**src/rtl/peripheral_uart_wb_driver.sv**
```systemverilog
// Wishbone master that programs a 16550-style UART after reset and then
// bridges its RBR/THR registers to valid/ready byte streams by polling LSR.
module peripheral_uart_wb_driver #(
  parameter logic [15:0] DIVISOR = 16'd27,
  parameter logic [7:0]  LCR_VAL = 8'h03,
  parameter logic [7:0]  FCR_VAL = 8'h07,
  parameter int unsigned TIMEOUT = 255
) (
  input  logic       wb_clk_i,
  input  logic       wb_rst_i,
  output logic [2:0] wb_adr_o,
  output logic [7:0] wb_dat_o,
  input  logic [7:0] wb_dat_i,
  output logic       wb_we_o,
  output logic       wb_stb_o,
  output logic       wb_cyc_o,
  output logic [3:0] wb_sel_o,
  input  logic       wb_ack_i,
  input  logic [7:0] tx_data_i,
  input  logic       tx_valid_i,
  output logic       tx_ready_o,
  output logic [7:0] rx_data_o,
  output logic       rx_valid_o,
  input  logic       rx_ready_i,
  output logic       init_done_o,
  output logic       bus_err_o,
  output logic [7:0] lsr_o
);

  localparam int unsigned TW = (TIMEOUT < 2) ? 1 : $clog2(TIMEOUT);
  localparam logic [TW-1:0] TMO_LAST = TW'(TIMEOUT - 1);

  localparam logic [2:0] ADR_RBR_THR = 3'd0;
  localparam logic [2:0] ADR_LSR     = 3'd5;

  typedef enum logic [2:0] {
    S_INIT,
    S_POLL,
    S_DECIDE,
    S_RD_RBR,
    S_WR_THR
  } state_t;

  state_t        state_q, state_d;
  logic [2:0]    step_q, step_d;
  logic          cyc_q, cyc_d;
  logic          we_q, we_d;
  logic [2:0]    adr_q, adr_d;
  logic [7:0]    dat_q, dat_d;
  logic [TW-1:0] tmo_q, tmo_d;
  logic [7:0]    tx_byte_q, tx_byte_d;
  logic [7:0]    rx_data_q, rx_data_d;
  logic          rx_valid_q, rx_valid_d;
  logic          init_done_q, init_done_d;
  logic          bus_err_q, bus_err_d;
  logic [7:0]    lsr_q, lsr_d;
  logic          tx_ready;

  logic [2:0]    req_adr;
  logic [7:0]    req_dat;
  logic          req_we;

  // Address/data/direction of the access the current state wants to issue.
  always_comb begin
    req_adr = '0;
    req_dat = '0;
    req_we  = 1'b0;
    case (state_q)
      S_INIT: begin
        req_we = 1'b1;
        case (step_q)
          3'd0:    begin req_adr = 3'd3; req_dat = 8'h83 | LCR_VAL; end
          3'd1:    begin req_adr = 3'd0; req_dat = DIVISOR[7:0];    end
          3'd2:    begin req_adr = 3'd1; req_dat = DIVISOR[15:8];   end
          3'd3:    begin req_adr = 3'd3; req_dat = LCR_VAL;         end
          3'd4:    begin req_adr = 3'd2; req_dat = FCR_VAL;         end
          3'd5:    begin req_adr = 3'd1; req_dat = 8'h00;           end
          default: begin req_adr = '0;   req_dat = '0;              end
        endcase
      end
      S_POLL:   req_adr = ADR_LSR;
      S_RD_RBR: req_adr = ADR_RBR_THR;
      S_WR_THR: begin
        req_adr = ADR_RBR_THR;
        req_dat = tx_byte_q;
        req_we  = 1'b1;
      end
      default: ;
    endcase
  end

  // Next-state: issue an access when the bus is idle, retire it on ack or timeout.
  // A cycle is only started from cyc=0, so every ack is followed by an idle cycle.
  always_comb begin
    state_d     = state_q;
    step_d      = step_q;
    cyc_d       = cyc_q;
    we_d        = we_q;
    adr_d       = adr_q;
    dat_d       = dat_q;
    tmo_d       = tmo_q;
    tx_byte_d   = tx_byte_q;
    rx_data_d   = rx_data_q;
    rx_valid_d  = rx_valid_q;
    init_done_d = init_done_q;
    bus_err_d   = bus_err_q;
    lsr_d       = lsr_q;
    tx_ready    = 1'b0;

    if (rx_valid_q && rx_ready_i) rx_valid_d = 1'b0;

    if (state_q == S_DECIDE) begin
      if (lsr_q[0] && !rx_valid_q) begin
        state_d = S_RD_RBR;
      end else if (lsr_q[5]) begin
        tx_ready = 1'b1;
        if (tx_valid_i) begin
          tx_byte_d = tx_data_i;
          state_d   = S_WR_THR;
        end else begin
          state_d = S_POLL;
        end
      end else begin
        state_d = S_POLL;
      end
    end else if (!cyc_q) begin
      cyc_d = 1'b1;
      we_d  = req_we;
      adr_d = req_adr;
      dat_d = req_dat;
      tmo_d = '0;
    end else if (wb_ack_i) begin
      cyc_d = 1'b0;
      we_d  = 1'b0;
      adr_d = '0;
      dat_d = '0;
      case (state_q)
        S_INIT: begin
          if (step_q == 3'd5) begin
            step_d      = '0;
            init_done_d = 1'b1;
            state_d     = S_POLL;
          end else begin
            step_d = step_q + 3'd1;
          end
        end
        S_POLL: begin
          lsr_d   = wb_dat_i;
          state_d = S_DECIDE;
        end
        S_RD_RBR: begin
          rx_data_d  = wb_dat_i;
          rx_valid_d = 1'b1;
          state_d    = S_POLL;
        end
        S_WR_THR: state_d = S_POLL;
        default: ;
      endcase
    end else if (tmo_q == TMO_LAST) begin
      cyc_d     = 1'b0;
      we_d      = 1'b0;
      adr_d     = '0;
      dat_d     = '0;
      bus_err_d = 1'b1;
      if (state_q == S_INIT) step_d = '0;
      else                   state_d = S_POLL;
    end else begin
      tmo_d = tmo_q + 1'b1;
    end
  end

  // State and bus registers; reset drops the bus cycle immediately.
  always_ff @(posedge wb_clk_i or posedge wb_rst_i) begin
    if (wb_rst_i) begin
      state_q     <= S_INIT;
      step_q      <= '0;
      cyc_q       <= 1'b0;
      we_q        <= 1'b0;
      adr_q       <= '0;
      dat_q       <= '0;
      tmo_q       <= '0;
      tx_byte_q   <= '0;
      rx_data_q   <= '0;
      rx_valid_q  <= 1'b0;
      init_done_q <= 1'b0;
      bus_err_q   <= 1'b0;
      lsr_q       <= '0;
    end else begin
      state_q     <= state_d;
      step_q      <= step_d;
      cyc_q       <= cyc_d;
      we_q        <= we_d;
      adr_q       <= adr_d;
      dat_q       <= dat_d;
      tmo_q       <= tmo_d;
      tx_byte_q   <= tx_byte_d;
      rx_data_q   <= rx_data_d;
      rx_valid_q  <= rx_valid_d;
      init_done_q <= init_done_d;
      bus_err_q   <= bus_err_d;
      lsr_q       <= lsr_d;
    end
  end

  assign wb_adr_o    = adr_q;
  assign wb_dat_o    = dat_q;
  assign wb_we_o     = we_q;
  assign wb_stb_o    = cyc_q;
  assign wb_cyc_o    = cyc_q;
  assign wb_sel_o    = {3'b000, cyc_q};
  assign tx_ready_o  = tx_ready;
  assign rx_data_o   = rx_data_q;
  assign rx_valid_o  = rx_valid_q;
  assign init_done_o = init_done_q;
  assign bus_err_o   = bus_err_q;
  assign lsr_o       = lsr_q;

endmodule

```
**config.mk**
```make
export PLATFORM = sky130hd
export DESIGN_NAME = peripheral_uart_wb_driver
export DESIGN_NICKNAME = d
export VERILOG_FILES = /design/src/rtl/peripheral_uart_wb_driver.sv
export SDC_FILE = /design/constraint.sdc
export NUM_CORES = 1
export LEC_CHECK = 0
export ABC_AREA = 1
export BUFFER_PORTS_ARGS = -buffer_cell sky130_fd_sc_hd__buf_2
export CORE_UTILIZATION = 30
export CTS_BUF_LIST = sky130_fd_sc_hd__clkbuf_4 sky130_fd_sc_hd__clkbuf_8
export DETAILED_ROUTE_END_ITERATION = 8
export GPL_ROUTABILITY_DRIVEN = 1
export HOLD_SLACK_MARGIN = 0.03
export PLACE_DENSITY = 0.59
export SYNTH_ARGS = -nofsm -noshare
export SYNTH_HDL_FRONTEND = slang
export SYNTH_SLANG_ARGS = --single-unit
```
**constraint.sdc**
```tcl
create_clock -name wb_clk_i -period 1.5 [get_ports wb_clk_i]
set_input_delay 0.15 -clock wb_clk_i [delete_from_list [all_inputs] [get_ports wb_clk_i]]
set_output_delay 0.15 -clock wb_clk_i [all_outputs]
set_load 0.03 [all_outputs]
```
==> results of run 1 <==
-- per-layer routing --
metal  up-vias  GRT usage, %  wire, um
met4         0          4.92        86
met5         -             0         0
met2        60          21.3      2710
li1       1141             -         -
met3         7          2.33       285
met1      1047          20.0      2890
-- cells in the final DEF, fill, tap and decap left out, types with 2 or more instances in the layout --
| master | n |
|---|---|
| a21o_1 | 2 |
| a21oi_1 | 4 |
| buf_2 | 55 |
| buf_4 | 23 |
| bufinv_16 | 2 |
| clkbuf_8 | 6 |
| conb_1 | 3 |
| dfrtp_1 | 52 |
| dfrtp_2 | 2 |
| dlygate4sd3_1 | 2 |
| ha_1 | 3 |
| inv_1 | 24 |
| inv_2 | 6 |
| nand2_1 | 109 |
| nand2_2 | 2 |
| nand3_1 | 23 |
| nand3_2 | 3 |
| nand3_4 | 2 |
| nand4_1 | 3 |
| nor2_1 | 15 |
| nor2_2 | 2 |
| nor3_1 | 2 |
| o21ai_0 | 27 |
| o21bai_1 | 3 |
| xor2_1 | 4 |
-- layout make-up --
class	count	area, um2
multi-input cells	215	1070
fillers	869	4950
clock inverters	2	60.1
well taps	105	131
repair buffers	82	499
inverters	30	113
flip-flops and latches	54	1350
clock buffers	6	82.6
-- power groups by stage --
| stage | clock network, mW | registers, mW | logic [mW] |
|---|---|---|---|
| detailed placement | 0 | 2.39 | 2.92 |
| global route | 1.29 | 2.44 | 3.46 |
| floorplan | 0 | 2.98 | 1.41 |
| CTS | 1.23 | 2.36 | 2.97 |
| global placement | 0 | 2.38 | 2.87 |
| finish | 1.20 | 2.37 | 3.11 |
-- repair_timing --
action / CTS / global route
gates resized for setup: 3 / 14
setup buffers: 3 / 7
cloned: 0 / 2
hold buffers: 2 / 0
setup endpoints to repair: 1 / 25
pin swaps: 1 / 3
hold endpoints to repair: 18 / 0
-- stage by stage --
step / worst slack [ps] / total power, mW
floorplan: 12.7 / 4.40
CTS: 18.2 / 6.56
global placement: 84.1 / 5.25
finish: 80.4 / 6.68
global route: -43.1 / 7.20
detailed placement: 37.3 / 5.30
-- tightest hold or removal path, cell delays in order --
cell and delay, ps:
buf_2 70, nand3_1 60, nand2_1 60
-- registers in the layout (all words and copies together), names as in the netlist --
name and flops:
wb_cyc_o 1, lsr_o 8, bus_err_o 1, step_q 3, tx_byte_q 8, rx_valid_o 1, init_done_o 1, tmo_q 8
wb_dat_o 8, state_q 3, wb_we_o 1, wb_adr_o 3, rx_data_o 8
-- cell usage after synthesis (2+ instances only) --
cell type  count
nand2_1      110
dfrtp_1       54
inv_1         30
o21ai_0       27
nand3_1       25
nor2_1        16
buf_4          6
a21oi_1        4
xor2_1         4
ha_1           3
nand4_1        3
o21bai_1       3
a21o_1         2
buf_2          2
buf_6          2
clkbuf_1       2
nor3_1         2
-- worst min-delay path by stage --
stage / slack [ps] / cells after the start / end
after global placement: 160 / 2 / rx_valid_o$_DFF_PP0_
after CTS: 60 / 3 / tx_byte_q[6]$_DFFE_PP0P_
final: 70 / 3 / tx_byte_q[6]$_DFFE_PP0P_
after detailed placement: 170 / 2 / rx_valid_o$_DFF_PP0_
after floorplan: 250 / 1 / rx_valid_o$_DFF_PP0_
after global routing: 60 / 3 / tx_byte_q[5]$_DFFE_PP0P_
-- cell families after synthesis --
| family | Yosys count | synth area share (%) |
|---|---|---|
| AOI/OAI and AO/OA | 40 | 8.65 |
| buffers and inverters | 43 | 7.88 |
| other | 1 | 0.146 |
| and+or+nand+nor | 164 | 28.0 |
| DFF | 54 | 52.5 |
| adders and majority gates | 3 | 1.46 |
| xor gates and xnor gates | 4 | 1.36 |
==> impl_results.md, run 1 <==
* Initial antenna violation count at 0
* Register area share after synthesis at a little over half
* Number of remaining DRC errors at 0
* Routed vias at approximately 2300
* Area grow syn2layout at 28.6%
* Site row count at 33
* Placed Instances at 472
* Reg2reg start: state_q[0]$_DFFE_PP0P_
* DR WL/cell at 12.1 um
* Sw Pwr at 2.90 mW
* # setup viols final at 0
* Final-report hold violation count at 0
* CTS Buf Count at 5
* Yosys top cell by area: dfrtp_1
* Fmax at 0.704 GHz
* Crit share post-route at 94.6%
* Crit Path Category: flop to primary output
* WHS at 68.4 ps
* Final net count at 412
* R2r endpoint: step_q[1]$_DFFE_PP0P_
* Chip Height at 94.6 um
* Vias in the first global route at 2072
* Status: finished clean
* Req. time, crit path at 1350 ps
* CTS root buf: clkbuf_8
* Post-DP Area at 3020 um2
* Cell area after synthesis at 2570 um2
* Critical path destination: tx_ready_o
* Number of max-cap violations at 0
* Die Footprint at 8950 um2
* Flop-to-flop setup slack at ~90 ps
* Crit-path max cell delay at 420 ps
* Reg power frac at 35.5%
* Initial DRC count at 160
* # IOs at 59
* Max Buffers Root-to-Sink at 2
* CP Depth at 4
* DIE WIDTH at roughly 95 um
* Sw Share at 43.4%
* Synth top area share at between 50% and 60%
* Dominant synthesized flop cell: dfrtp_1
* Floorplan core area at 8260 um2
* Share of layout cells above drive strength 1 at 28.0%
* Seq cells post-synth at 54
* Grt total ovfl at 0
* Gpl congestion at 0.767
* First-pass GRT wire length at 9840 um
* Area contributors post-synth: dfrtp_1 (53%), nand2_1 (16%), o21ai_0 (5.3%)
* Synth warnings at 0
* Fin util at 40.1%
* Clock tree from TritonCTS: done
* Synth Area per Inst at 8.33 um2
* Hold Path Origin: tx_data_i[6]
* Layout Skew at 3.23 ps
* CP max FO at 6
* VDD IR max at 845 uV
* Setup crit start: state_q[2]$_DFFE_PP0P_
* IO buf count at 55
* Int Power at 3.78 mW
* DPL Wire Length at 4170 um
* Final Instance Area at 3310 um2
* Reg2Reg Depth at 7
* Worst path slowest cell: dfrtp_1
* Logic pwr share at between 40 and 50%
* Yosys cell types at 31
* Post-DRT Antenna Nets at 0
* Pwr dens at 2020 nW/um2
* ANT cells at 0
* Ys async rst share at 100%
* Number of flops mapped to enable cells by yosys at 0
* CP startpoint kind: flop
* Final Max Tran Viols at 0
* Clk pwr share at about 18%
* H-tree depth at 2
* CP arrival at 1270 ps
* TritonCTS Sinks at 54
* Fin crit period at between 1000 and 1500 ps
* Largest net degree at the start of global routing at 38
* Crit path buffers/inverters at 2
* Worst Hold Class: input pin to flop
* CP endpoint kind: primary output
* Worst path cell trace: inv_2 > nand3_4 > nor2_8 > buf_4
* Vias per inst at ~4.6
* Delay-heaviest family, CP: flip-flops
* Leakage at 1.83 nW
* Syn Inst Count at 309
* Worst-skew pair later-pin latency at between 300 and 400 ps
* Tot GR Track Use at 14.0%
* Setup TNS at 0 ps
* Drt total wl at 5970 um
* Starting Density at slightly above 30%
* Reg clk slew, reported paths at 100 ps
* First-pass DRT Iterations at 4
* Finished Layout Cells at 494
Note: power is estimated with default switching activity, not from simulation.
==> run 2: changes to the inputs <==
- CELL_PAD_IN_SITES_DETAIL_PLACEMENT: default -> 1
- CELL_PAD_IN_SITES_GLOBAL_PLACEMENT: default -> 1
- PLACE_DENSITY: 0.59 -> 0.73
- RECOVER_POWER: default -> 25
==> run 2 against run 1 <==
Power increased by 0.47%. First-iteration DRC count decreased by 46%. Flip-flop and latch count unchanged. Via count increased by 1.3%. Clock skew increased by 7.6 ps. Cell area increased by 0.72%. Largest cell class unchanged.
==> impl_results.md, run 2 (synthesis results as in run 1) <==
* Status: finished clean (unchanged)
* R2r endpoint: state_q[2]$_DFFE_PP0P_ (was step_q[1]$_DFFE_PP0P_)
* Final Max Tran Viols at 0 (unchanged)
* Number of max-cap violations at 0 (unchanged)
* Initial DRC count at 87 (was 160)
* Commonest non-fill, non-tap cell in the layout: nand2_1 (unchanged)
* # IOs at 59 (unchanged)
* TritonCTS Sinks at 54 (unchanged)
* Leakage at 1.85 nW (was 1.83 nW)
* Hold Path Origin: tx_data_i[2] (was tx_data_i[6])
* Site row count at 33 (unchanged)
* CP arrival at 1280 ps (was 1270 ps)
* Chip Height at 94.6 um (unchanged)
* Final-report hold violation count at 0 (unchanged)
* # setup viols final at 0 (unchanged)
* WHS at 64.3 ps (was 68.4 ps)
* Finished Layout Cells at 497 (was 494)
* Final net count at 415 (was 412)
* Vias in the first global route at 2372 (was 2072)
* CTS Buf Count at 5 (unchanged)
* CP max FO at 4 (was 6)
* Reg2Reg Depth at 9 (was 7)
* Crit-path max cell delay at 420 ps (about the same)
* Worst-skew pair later-pin latency at 310 ps (about the same)
* RSZ-0062 raised after global routing: true
* ANT cells at 0 (unchanged)
* Tot GR Track Use at 16.3% (was 14.0%)
* Commonest cells after routing, fill and taps aside: nand2_1 (106), buf_2 (54), dfrtp_1 (53), o21ai_0 (27), buf_4 (27) (was nand2_1 (109), buf_2 (55), dfrtp_1 (52), o21ai_0 (27), inv_1 (24))
* Placed Instances at 477 (was 472)
* Gpl congestion at 0.792 (was 0.767)
* DPL Wire Length at 4850 um (was 4170 um)
* First-pass DRT Iterations at 4 (unchanged)
* Delay-heaviest family, CP: flip-flops (unchanged)
* Crit Path Category: flop to primary output (unchanged)
* Reg clk slew, reported paths at 100 ps (about the same)
* Die Footprint at 8950 um2 (unchanged)
* H-tree depth at 2 (unchanged)
* Flop-to-flop setup slack at 80 ps (was 90 ps)
* Layout Skew at 10.8 ps (was 3.23 ps)
* Fill cells at 1037 (was 869)
* Final Instance Area at 3330 um2 (was 3310 um2)
* Largest net degree at the start of global routing at 44 (was 38)
* Vias per inst at 4.60 (was 4.56)
* CP endpoint kind: primary output (unchanged)
* VDD IR max at 947 uV (was 845 uV)
* Crit share post-route at 95.4% (was 94.6%)
* Starting Density at 31.2% (unchanged)
* Pwr dens at 2010 nW/um2 (was 2020 nW/um2)
* Max Buffers Root-to-Sink at 2 (unchanged)
* Fin crit period at 1430 ps (was 1420 ps)
* DIE WIDTH at 94.6 um (unchanged)
* Initial antenna violation count at 0 (unchanged)
* Post-DRT Antenna Nets at 0 (unchanged)
* First-pass GRT wire length at 11400 um (was 9840 um)
* Clock tree from TritonCTS: done (unchanged)
* Req. time, crit path at 1350 ps (about the same)
* WHS Path Cells at 3 (unchanged)
* Routed vias at 2284 (was 2255)
* Post-DP Area at 3050 um2 (was 3020 um2)
* Drt total wl at 6880 um (was 5970 um)
* Worst Hold Class: input pin to flop (unchanged)
* Area grow syn2layout at 29.6% (was 28.6%)
* CP startpoint kind: flop (unchanged)
* Number of remaining DRC errors at 0 (unchanged)
* Crit path buffers/inverters at 2 (unchanged)
* Grt total ovfl at 0 (unchanged)
* Share of layout cells above drive strength 1 at 29.8% (was 28.0%)
* Worst path slowest cell: dfrtp_1 (unchanged)
* Hold EP: tx_byte_q[2]$_DFFE_PP0P_ (was tx_byte_q[6]$_DFFE_PP0P_)
* IO buf count at 55 (unchanged)
* CTS root buf: clkbuf_8 (unchanged)
* Floorplan core area at 8260 um2 (unchanged)
* Worst path cell trace: inv_2 > nand3_4 > nor2_8 > buf_4 (unchanged)
* Design Power at 6.71 mW (was 6.68 mW)
* DR WL/cell at 13.8 um (was 12.1 um)
* Reg2reg start: state_q[2]$_DFFE_PP0P_ (was state_q[0]$_DFFE_PP0P_)
* Fmax at 0.699 GHz (was 0.704 GHz)
[run 2: routing by layer]
metal / track usage [%] / vias up / share of wire, %
met5: 0 / - / 0
met4: 3.91 / 0 / 1.1
met3: 2.66 / 5 / 2.8
met2: 27.0 / 36 / 48
met1: 22.2 / 1104 / 48
li1: - / 1139 / -
[run 2: per-stage QoR]
step / utilization [%] / setup TNS (ps) / setup WS (ps)
floorplan: - / 0 / 12.7
global placement: 37.0 / 0 / 69.3
detailed placement: 37.0 / -302 / -68.1
CTS: 39.4 / 0 / 8.64
global route: 40.4 / -29.8 / -12.2
finish: 40.4 / 0 / 68.7
[run 2: worst max path at each step]
stage / startpoint / to / slack (ps) / cells past startpoint
finish: state_q[2]$_DFFE_PP0P_ / tx_ready_o / 70 / 4
global route: state_q[2]$_DFFE_PP0P_ / state_q[0]$_DFFE_PP0P_ / -10 / 9
CTS: state_q[2]$_DFFE_PP0P_ / state_q[2]$_DFFE_PP0P_ / 9 / 9
detailed placement: tmo_q[0]$_DFFE_PP0P_ / state_q[2]$_DFFE_PP0P_ / -70 / 9
global placement: tmo_q[0]$_DFFE_PP0P_ / state_q[2]$_DFFE_PP0P_ / 70 / 9
floorplan: wb_cyc_o$_DFFE_PP0N_ / wb_dat_o[2]$_DFFE_PP0P_ / 10 / 6
[run 2: layout make-up]
type,instances,area [um2],area share [%]
multi-input cells,215,1100,33.0
inverters,30,113,3.38
clock inverters,3,43.8,1.31
repair buffers,85,524,15.7
clock buffers,5,68.8,2.06
flip-flops and latches,54,1350,40.6
well taps,105,131,3.94
[run 2: what timing repair did]
action | CTS | global route
hold buffers | 2 | 0
endpoints found under the setup margin | 10 | 39
pin swaps | 2 | 4
endpoints found under the hold margin | 12 | 0
gates cloned | 0 | 1
resized for setup | 7 | 16
buffers inserted | 6 | 3
[run 2: worst min-delay path: stages]
cell     delay (ps)
buf_2            80
nand3_1          60
nand2_1          60
[run 2: where the power goes]
group	total [mW]	switching [mW]	internal [mW]
registers	2.37	0.378	1.99
clock network	1.02	0.516	0.502
logic	3.32	2.20	1.13
==> run 3: changes to the inputs <==
- RECOVER_POWER: 25 -> default
==> run 3 against run 2 <==
Wire length unchanged. Via count unchanged. Final cell count is the same. Hold slack stayed put. Combinational power about the same. Global-route usage unchanged. First-iteration DRC count did not move. Non-clock buffer count unchanged. Clock power barely moved. Flip-flop and latch count unchanged. Highest routed layer unchanged.
==> impl_results.md, run 3 (synthesis results as in run 1) <==
* Final Max Tran Viols at 0 (unchanged)
* Req. time, crit path at 1350 ps (about the same)
* Fin util at 40.4% (unchanged)
* DIE WIDTH at 94.6 um (unchanged)
* Drt total wl at 6880 um (unchanged)
* Leakage at 1.84 nW (was 1.85 nW)
* First-pass DRT Iterations at 4 (unchanged)
* Worst-skew pair later-pin latency at 310 ps (about the same)
* Site row count at 33 (unchanged)
* Number of remaining DRC errors at 0 (unchanged)
* Grt total ovfl at 0 (unchanged)
* WHS at 64.3 ps (unchanged)
* CP startpoint kind: flop (unchanged)
* Pwr dens at 2010 nW/um2 (about the same)
* H-tree depth at 2 (unchanged)
* Clock tree from TritonCTS: done (unchanged)
* Tot GR Track Use at 16.3% (unchanged)
* Vias in the first global route at 2372 (unchanged)
* Commonest cells after routing, fill and taps aside: nand2_1 (106), buf_2 (54), dfrtp_1 (53), o21ai_0 (27), buf_4 (27) (unchanged)
* RSZ-0062 raised after global routing: true (unchanged)
* Fin crit period at 1430 ps (unchanged)
* DR WL/cell at 13.8 um (unchanged)
* # IOs at 59 (unchanged)
* CP endpoint kind: primary output (unchanged)
* Die Footprint at 8950 um2 (unchanged)
* First-pass GRT wire length at 11400 um (unchanged)
* VDD IR max at 947 uV (about the same)
* Layout Skew at 10.8 ps (unchanged)
* CP arrival at 1280 ps (about the same)
* Initial antenna violation count at 0 (unchanged)
* Floorplan core area at 8260 um2 (unchanged)
* Worst Hold Class: input pin to flop (unchanged)
* IO buf count at 55 (unchanged)
* Final net count at 415 (unchanged)
* Reg clk slew, reported paths at 100 ps (about the same)
* CP max FO at 4 (unchanged)
* Crit share post-route at 95.4% (unchanged)
* Routed vias at 2284 (unchanged)
* Gpl congestion at 0.792 (unchanged)
* Starting Density at 31.2% (unchanged)
* Chip Height at 94.6 um (unchanged)
* Final-report hold violation count at 0 (unchanged)
* CTS root buf: clkbuf_8 (unchanged)
* Post-DRT Antenna Nets at 0 (unchanged)
* Initial DRC count at 87 (unchanged)
* Area grow syn2layout at 29.6% (unchanged)
* Crit Path Category: flop to primary output (unchanged)
* Status: finished clean (unchanged)
* Max Buffers Root-to-Sink at 2 (unchanged)
* Commonest non-fill, non-tap cell in the layout: nand2_1 (unchanged)
* TritonCTS Sinks at 54 (unchanged)
* Largest net degree at the start of global routing at 44 (unchanged)
* DPL Wire Length at 4850 um (unchanged)
* CTS Buf Count at 5 (unchanged)
* Number of max-cap violations at 0 (unchanged)
* Share of layout cells above drive strength 1 at 30.1% (was 29.8%)
* Vias per inst at 4.60 (unchanged)
* Fmax at 0.699 GHz (unchanged)
* # setup viols final at 0 (unchanged)
* ANT cells at 0 (unchanged)
run 3: cell types whose count changed in the layout (fill, tap and decap cells not counted):
cell	previous run	this run
inv_2	4	5
inv_1	26	25
run 3: cell type report:
type,instances,area [um2]
clock buffers,5,68.8
clock inverters,3,43.8
fillers,1037,4920
inverters,30,113
multi-input cells,215,1100
flip-flops and latches,54,1350
well taps,105,131
repair buffers,85,524
run 3: worst paths after layout:
path                                          from                       end  slack [ps]  depth (start not counted)
setup reg to reg            state_q[2]$_DFFE_PP0P_    state_q[2]$_DFFE_PP0P_          80                          9
max in group asynchronous                 wb_rst_i    state_q[1]$_DFFE_PP0P_         660                          4
hold / removal                        tx_data_i[2]  tx_byte_q[2]$_DFFE_PP0P_          60                          3
setup / recovery            state_q[2]$_DFFE_PP0P_                tx_ready_o          70                          4
min in group asynchronous                 wb_rst_i  rx_data_o[0]$_DFFE_PP0P_         310                          3
hold reg to reg            wb_dat_o[4]$_DFFE_PP0P_   wb_dat_o[4]$_DFFE_PP0P_         470                          2
run 3: critical path: stages (launching register included):
cell	delay [ps]
dfrtp_1	420
inv_2	120
nand3_4	140
nor2_8	130
buf_4	170
run 3: through the flow:
step / TNS (ps) / worst slack, ps / total power, mW / std cells / area [um2]
floorplan: 0 / 12.7 / 4.40 / 311 / 2580
global placement: 0 / 69.3 / 5.29 / 477 / 3050
CTS: 0 / 8.64 / 6.54 / 493 / 3250
detailed placement: -302 / -68.1 / 5.41 / 477 / 3050
global route: -29.8 / -12.2 / 7.23 / 497 / 3330
finish: 0 / 68.7 / 6.72 / 497 / 3330
run 3: timing repair:
action                                  4_1_cts  5_1_grt
hold buffers                                  2        0
resized for setup                             7       16
pin swaps                                     2        4
setup buffers                                 6        3
endpoints found under the setup margin       10       39
endpoints found under the hold margin        12        0
cloned                                        0        1
run 3: per-layer routing:
layer	vias to the layer above	global-route usage (%)	share of wire, %
li1	1139	-	-
met1	1104	22.2	48
met3	5	2.66	2.8
met4	0	3.91	1.1
met5	-	0	0
met2	36	27.0	48
run 3: where the power goes:
part / internal (mW) / total, mW / switching [mW]
sequential: 1.99 / 2.37 / 0.378
clock: 0.502 / 1.02 / 0.516
combinational: 1.13 / 3.33 / 2.20
